--- config.mk ---
export PLATFORM = sky130hd
export DESIGN_NAME = yarp_fetch
export DESIGN_NICKNAME = d
export VERILOG_FILES = /design/src/rtl/yarp_pkg.sv /design/src/rtl/yarp_fetch.sv
export SDC_FILE = /design/constraint.sdc
export NUM_CORES = 1
export LEC_CHECK = 0
export ABC_CLOCK_PERIOD_IN_PS = 2200
export CORE_MARGIN = 3
export CORE_UTILIZATION = 35
export DETAILED_ROUTE_END_ITERATION = 10
export HOLD_SLACK_MARGIN = 0.1
export PLACE_DENSITY = 0.78
export SYNTH_ARGS = -nofsm -noshare
export SYNTH_HDL_FRONTEND = slang
export SYNTH_SLANG_ARGS = --single-unit
--- constraint.sdc ---
create_clock -name clk -period 2.2 [get_ports clk]
set_clock_uncertainty 0.1 [all_clocks]
set_input_delay 0.22 -clock clk [delete_from_list [all_inputs] [get_ports clk]]
set_output_delay 0.22 -clock clk [all_outputs]
set_load 0.005 [all_outputs]
--- src/rtl/yarp_pkg.sv ---
// Shared types and constants for the YARP core.
//   fetch_state_t : fetch stage FSM encoding
//   PC_INCR       : sequential PC step (one 32-bit word)
//   align_word()  : clears the byte-offset bits of an address
package yarp_pkg;

    typedef enum logic [1:0] {
        F_IDLE,
        F_REQ,
        F_WAIT,
        F_HOLD
    } fetch_state_t;

    localparam logic [31:0] PC_INCR = 32'd4;

    // Masking, rather than slicing, keeps every input bit in use.
    function automatic logic [31:0] align_word(input logic [31:0] addr);
        return addr & ~32'h0000_0003;
    endfunction

endpackage

--- src/rtl/yarp_fetch.sv ---
// YARP instruction fetch stage.
// Holds the PC and issues one word read at a time to instruction memory.
// There is at most one outstanding request. Fetched {instr, pc} pairs go to
// decode over a valid/ready handshake. Execute can redirect the PC.
//   clk, reset_n       : clock, synchronous active-low reset
//   imem_req_o/addr_o  : read request and word-aligned address
//   imem_gnt_i         : request accepted when req & gnt
//   imem_rvalid_i/rdata_i : read response, valid only while waiting
//   instr_valid_o/instr_o/pc_o : fetched instruction toward decode
//   instr_ready_i      : decode consumes the instruction when valid & ready
//   redirect_i/redirect_pc_i : restart fetch at the target (low bits cleared)
module yarp_fetch #(
    parameter logic [31:0] RESET_PC = 32'h0000_0000
) (
    input  logic        clk,
    input  logic        reset_n,
    output logic        imem_req_o,
    output logic [31:0] imem_addr_o,
    input  logic        imem_gnt_i,
    input  logic        imem_rvalid_i,
    input  logic [31:0] imem_rdata_i,
    output logic        instr_valid_o,
    output logic [31:0] instr_o,
    output logic [31:0] pc_o,
    input  logic        instr_ready_i,
    input  logic        redirect_i,
    input  logic [31:0] redirect_pc_i
);

    import yarp_pkg::*;

    fetch_state_t state_q, state_d;
    logic [31:0]  pc_q;
    logic         kill_q;
    logic [31:0]  instr_q;
    logic [31:0]  pc_out_q;
    logic [31:0]  target_pc;

    assign target_pc = align_word(redirect_pc_i);

    // State register
    always_ff @(posedge clk) begin
        if (!reset_n) begin
            state_q <= F_IDLE;
        end else begin
            state_q <= state_d;
        end
    end

    // Next-state logic
    always_comb begin
        state_d = state_q;
        unique case (state_q)
            F_IDLE: state_d = F_REQ;
            // An accepted request must be waited out even when redirected;
            // its response is dropped through the kill flag.
            F_REQ: begin
                if (imem_gnt_i) begin
                    state_d = F_WAIT;
                end
            end
            F_WAIT: begin
                if (imem_rvalid_i) begin
                    state_d = (redirect_i || kill_q) ? F_REQ : F_HOLD;
                end
            end
            F_HOLD: begin
                if (redirect_i || instr_ready_i) begin
                    state_d = F_REQ;
                end
            end
            default: state_d = F_IDLE;
        endcase
    end

    // PC, kill flag and output registers
    always_ff @(posedge clk) begin
        if (!reset_n) begin
            pc_q     <= RESET_PC;
            kill_q   <= 1'b0;
            instr_q  <= '0;
            pc_out_q <= RESET_PC;
        end else begin
            unique case (state_q)
                F_REQ: begin
                    if (redirect_i) begin
                        pc_q <= target_pc;
                        if (imem_gnt_i) begin
                            kill_q <= 1'b1;
                        end
                    end
                end
                F_WAIT: begin
                    if (imem_rvalid_i) begin
                        kill_q <= 1'b0;
                        if (redirect_i) begin
                            pc_q <= target_pc;
                        end else if (!kill_q) begin
                            instr_q  <= imem_rdata_i;
                            pc_out_q <= pc_q;
                        end
                    end else if (redirect_i) begin
                        kill_q <= 1'b1;
                        pc_q   <= target_pc;
                    end
                end
                F_HOLD: begin
                    if (redirect_i) begin
                        pc_q <= target_pc;
                    end else if (instr_ready_i) begin
                        pc_q <= pc_q + PC_INCR;
                    end
                end
                default: ;
            endcase
        end
    end

    // Outputs
    always_comb begin
        imem_req_o    = (state_q == F_REQ);
        imem_addr_o   = pc_q;
        instr_valid_o = (state_q == F_HOLD);
        instr_o       = instr_q;
        pc_o          = pc_out_q;
    end

    // A response is only legal while a request is outstanding.
    a_rvalid_in_wait : assert property (
        @(posedge clk) disable iff (!reset_n) imem_rvalid_i |-> (state_q == F_WAIT)
    );

endmodule

### Yosys cells after proc, flatten, opt, wreduce, memory -nomap -nowiden

Cells that the tools add are included.

| storage, ports and cells | value |
|---|---|
| flip-flop bits (word level) | 99 |
| input bits | 70 |
| output and inout port bits | 98 |
| word-level logic and storage cells | 42 |

| operators by class | value |
|---|---|
| $add $sub $neg | 1 |
| equality and inequality tests | 10 |
| muxes and demuxes | 14 |
| bitwise operators | 2 |
| reductions and logical operators | 10 |

Operator list:

| operator | number |
|---|---|
| $mux W32 | 3 |
| $pmux W32 S2 | 1 |
| $add A32 B3 Y32 const B | 1 |
| $mux W2 | 4 |
| $ne A2 B1 Y1 const B | 4 |
| $pmux W2 S4 | 1 |
| $reduce_and A4 Y1 | 2 |
| $reduce_and A3 Y1 | 2 |
| $eq A2 B2 Y1 const B | 2 |
| $mux W1 | 4 |
| $reduce_bool A2 Y1 | 2 |
| $ne A3 B1 Y1 const B | 1 |
| $ne A3 B3 Y1 const B | 1 |
| $eq A2 B1 Y1 const B | 1 |
| $logic_not A2 Y1 | 1 |
| $logic_or A1 B1 Y1 | 2 |
| $ne A2 B2 Y1 const B | 1 |
| $not A1 Y1 | 2 |
| $pmux W1 S2 | 1 |
| $reduce_or A2 Y1 | 1 |

### Logic depth before layout (Yosys ltp)

| depth | value |
|---|---|
| word-level depth | 4 |
| mapped depth | 8 |

### Worst setup path after synthesis

No wires, ideal clock.

| path | value |
|---|---|
| kind | register -> register |
| from | register state_q[0] |
| to | register pc_q[7], in the netlist imem_addr_o[7] |
| setup time | 128 ps |
| arrival | 1951 ps |
| slack | 21 ps |
| stages on the path, launching flop included | 9 |
| path buffers | 2 |
| path through | dfxtp_1 > inv_1 > ha_1 > nor2_1 > a21oi_1 > clkbuf_1 > clkbuf_1 > a2bb2oi_1 > nor2_1 |

| on the way | value |
|---|---|
| longest elaborated chain between the ends | 4 |
| elaborated cells on any way between the ends | 9 |
| those cells by class | eq/ne: 5; mux: 1; reduce/logical: 3 |

Ends and longest elaborated chain:

| item | RTL line | source |
|---|---|---|
| start, declared | yarp_fetch.sv:32 | `fetch_state_t state_q, state_d;` |
| start signal, assigned | yarp_fetch.sv:46 | `state_q <= state_d;` |
| $eq A2 B1 Y1 / $eq A2 B2 Y1 (equally long branches) | yarp_fetch.sv:84 | `unique case (state_q)` |
| $reduce_or A2 Y1 (no source line) | - |  |
| $ne A2 B1 Y1 (no source line) / $reduce_bool A2 Y1 (equally long branches) | - |  |
| $reduce_and A3 Y1 (no source line) | - |  |
| end signal, assigned | yarp_fetch.sv:87 | `pc_q <= target_pc;` |
| end signal, assigned | yarp_fetch.sv:97 | `pc_q <= target_pc;` |
| end signal, assigned | yarp_fetch.sv:104 | `pc_q <= target_pc;` |
| end, declared | yarp_fetch.sv:33 | `logic [31:0] pc_q;` |

Several ways; a longest one is shown, not always the timed one.
A chain may end at the register's enable or synchronous reset.

### Worst setup path after layout

| path | value |
|---|---|
| from | register pc_q[16], in the netlist imem_addr_o[16] |
| to | register pc_q[31], in the netlist imem_addr_o[31] |

| on the way | value |
|---|---|
| longest elaborated chain between the ends | 4 |

Ends and longest elaborated chain:

| item | RTL line | source |
|---|---|---|
| $add A32 B3 Y32 | yarp_fetch.sv:111 | `pc_q <= pc_q + PC_INCR;` |
| $mux W32 | yarp_fetch.sv:110 | `end else if (instr_ready_i) begin` |
| $mux W32 | yarp_fetch.sv:108 | `if (redirect_i) begin` |
| $pmux W32 S2 | yarp_fetch.sv:84 |  |

Every way passes these cells. The select of a mux whose other input is x is not followed.

==> impl_metrics.tcl <==
set metrics [dict create \
    outcome "complete, no violations" \
    worst-r2r-cell-count 5 \
    min-delay-path-class "primary input to register" \
    htree_levels 3 \
    timing.fmax_mhz 469 \
    yosys_warnings 0 \
    ios 168 \
    rrSetupSlack_ns 0.07 \
    period_needed_ns 2.13 \
    synthDistinctLibCells 54 \
    grt_overflow 0 \
    worstHoldEndpoint "instr_o[0]" \
    placed_cell_areas_um2 6460 \
    die_y_um 117 \
    cp_num_buf_inv 0 \
    yosys.cell_count.top_type "sky130_fd_sc_hd__nand2_1" \
    holdPathStages 3 \
    count_of_nets_left_with_antenna_violations_after_detail_routing 0 \
    cp_slowest_stage_delay_ns 0.55 \
    clkLatencyLatePin_ns 0.35 \
    netlist_area_um2 4320 \
    p_leak_nw 2.41 \
    setup.worst_path.class "register to register" \
    core-area_um2 11800 \
    place.detailed.instances 914 \
    rr_endpoint "imem_addr_o[31]" \
    worst_setup_hold_path_clk_slew_ns 0.07 \
    clk_path_buf_depth 2 \
    wl_per_cell_um 15.4 \
    met3_usage_pct 6.63 \
    first_pass_iters 5 \
    cts_sinks 95 \
    total_die_area_um2 13700 \
    globalRouteTotalUtil_pct 20.7 \
    timing.critical_path.cells "nand4_2, or2_4, or4_4, or4_4, o211ai_2" \
    report.final.slew_viol_count 0 \
    min_from "imem_rdata_i[0]" \
    drv_cap 0 \
    layout_worst_path_cycle_share_pct 97.0 \
    most_area_hungry_cell_type_in_the_yosys_netlist "sky130_fd_sc_hd__dfxtp_1" \
    route.detailed.drc 0 \
    start_util_pct 36.7 \
    cts-buffers-inserted 9 \
    r2r-start "imem_addr_o[16]" \
    num-nets-final 836 \
    globalRoute.busiestLayer "met2" \
    grtUsageMet1_pct 25.5 \
    dieWidth_um 117 \
    root_buffer_cell "sky130_fd_sc_hd__clkbuf_16" \
    finish.cell_count_without_fillers 930 \
    worst_ep_arrival_time_ns 2.32 \
    synth_seq_cells 95 \
    wire_length_of_the_first_global_routing_pass_mm 22.6 \
    groute.layer.met2.usage_pct 35.4 \
    worstSetupStartpointType "register" \
    areaGrowthSynthToFinish_pct 56.2 \
    drive_gt1_share_pct 11.7 \
    critPathSlowestCell "sky130_fd_sc_hd__or4_4" \
    detailroute.via_count 4801 \
    crit_top_cell "sky130_fd_sc_hd__or4_4" \
    biggest_fanout_along_the_worst_timing_path 4 \
    port-buffer-count 161 \
    cts_tree "done" \
    crit_path_end_kind "register" \
    antenna_violations_before_repair 0 \
    grt_max_degree 52 \
    antenna_cells 0 \
    synthTopCellsByCount "sky130_fd_sc_hd__nand2_1 (152), sky130_fd_sc_hd__dfxtp_1 (95), sky130_fd_sc_hd__a21oi_1 (80)" \
    biggest_area_contributors_in_the_synthesized_netlist "sky130_fd_sc_hd__dfxtp_1 (44%), sky130_fd_sc_hd__nand2_1 (13%), sky130_fd_sc_hd__a21oi_1 (9.3%)" \
    timing.critical_path.max_delay_family "simple AND/OR/NAND/NOR gates" \
    cts_hold_buffers_added 0 \
    timing.critical_path.required_ns 2.38 \
    synthCells 571 \
    number_of_hold_violations_in_the_final_report 0 \
    std_cell_rows 39 \
    finish.instance_area_um2 6750 \
    synth.top_cell.area_share_pct 44.0 \
    place_congestion 0.880 \
    setup-violations-final 0 \
    vias_per_cell 5.16 \
    dr.first_iter.drc_count 289 \
    postSynth.topFlopCell "sky130_fd_sc_hd__dfxtp_1" \
    worst_ir_drop_vdd_mv 0.371 \
    layout.filler_cells 1077 \
    finalWirelength_mm 14.3 \
    post_dp_hpwl_mm 10.5 \
    grt_pass1_vias 4634 \
    synth_async_sr_flop_share_pct 0 \
    power-per-cell-area_nw_per_um2 623 \
    cp-startpoint "imem_addr_o[16]" \
    synth_seq_area_share_pct 44.0 \
    synth_edf_count 0 \
    post_synth.cell_area_avg_um2 7.56 \
]
## cells in the final DEF, fill, tap and decap left out, types with 7 or more instances in the layout
master	synthesis	routed
sky130_fd_sc_hd__a21oi_1	80	79
sky130_fd_sc_hd__and3_1	7	7
sky130_fd_sc_hd__buf_4	4	51
sky130_fd_sc_hd__clkbuf_16	0	9
sky130_fd_sc_hd__clkdlybuf4s50_1	0	161
sky130_fd_sc_hd__dfxtp_1	95	93
sky130_fd_sc_hd__inv_1	7	7
sky130_fd_sc_hd__nand2_1	152	152
sky130_fd_sc_hd__nand3_1	25	23
sky130_fd_sc_hd__nand4_1	10	10
sky130_fd_sc_hd__nor2_1	28	28
sky130_fd_sc_hd__nor3_1	14	13
sky130_fd_sc_hd__o21ai_0	24	24
## worst max path at each step
stage / endpoint / depth (start not counted)
2_1_floorplan: imem_addr_o[7] / 8
3_3_place_gp: imem_addr_o[15] / 6
3_5_place_dp: imem_addr_o[27] / 6
4_1_cts: imem_addr_o[29] / 5
5_1_grt: imem_addr_o[29] / 5
6_report: imem_addr_o[31] / 5
## layout make-up
cell class	instances	area [µm²]	area share, %
tap	164	205	3.04
clock buffer	11	243	3.60
multi-input combinational	431	2260	33.5
inverter	8	30.0	0.445
timing repair buffer	216	2070	30.7
sequential	95	1900	28.2
clock inverter	5	31.3	0.464
## logic make-up (layout without fill, tap and decap cells)
group / after synthesis / count (layout) / share of synthesized area [%]
buffers and inverters: 48 / 240 / 4.58
DFF: 95 / 95 / 44.0
muxes: 3 / 3 / 0.724
and+or+nand+nor: 273 / 273 / 29.0
AOI/OAI and AO/OA: 146 / 146 / 20.1
adders and majority gates: 5 / 5 / 1.45
other: 1 / 4 / 0.0868
## power by group
group	internal (mW)	leakage [nW]	total, mW	switching [mW]
combinational	0.480	1.50	0.862	0.382
clock	0.796	0.136	1.47	0.673
sequential	1.80	0.772	1.88	0.0746
## worst min-delay path: stages
cell and delay, ns:
sky130_fd_sc_hd__clkdlybuf4s50_1 0.40, sky130_fd_sc_hd__nand2_1 0.05, sky130_fd_sc_hd__a21oi_1 0.05
## sequential cells by signal, summed over array words and instances (netlist names)
register / flops
imem_addr_o: 30
kill_q: 1
pc_o: 30
state_q: 2
instr_o: 32
## stage by stage
step	setup slack [ns]	total power [mW]	util, %	hold WS, ns	TNS, ns
2_1_floorplan	0.0209	2.23	-	0.256	0
3_3_place_gp	0.130	2.74	54.9	0.341	0
3_5_place_dp	0.0408	2.77	54.9	0.346	0
4_1_cts	0.0817	4.25	57.2	0.299	0
5_1_grt	-0.00949	4.41	57.4	0.299	-0.00949
6_report	0.0666	4.21	57.4	0.315	0
## metal layers
layer,up-vias,share of wire [%]
li1,2366,-
met1,2258,43
met2,166,50
met3,11,6.8
met4,0,0.91
met5,-,0
## timing repair
item	in CTS	in global routing
gates resized for setup	0	5
buffers inserted	0	0
hold endpoints to repair	0	0
endpoints found under the setup margin	0	4
Note: power is estimated with default switching activity, not from simulation.
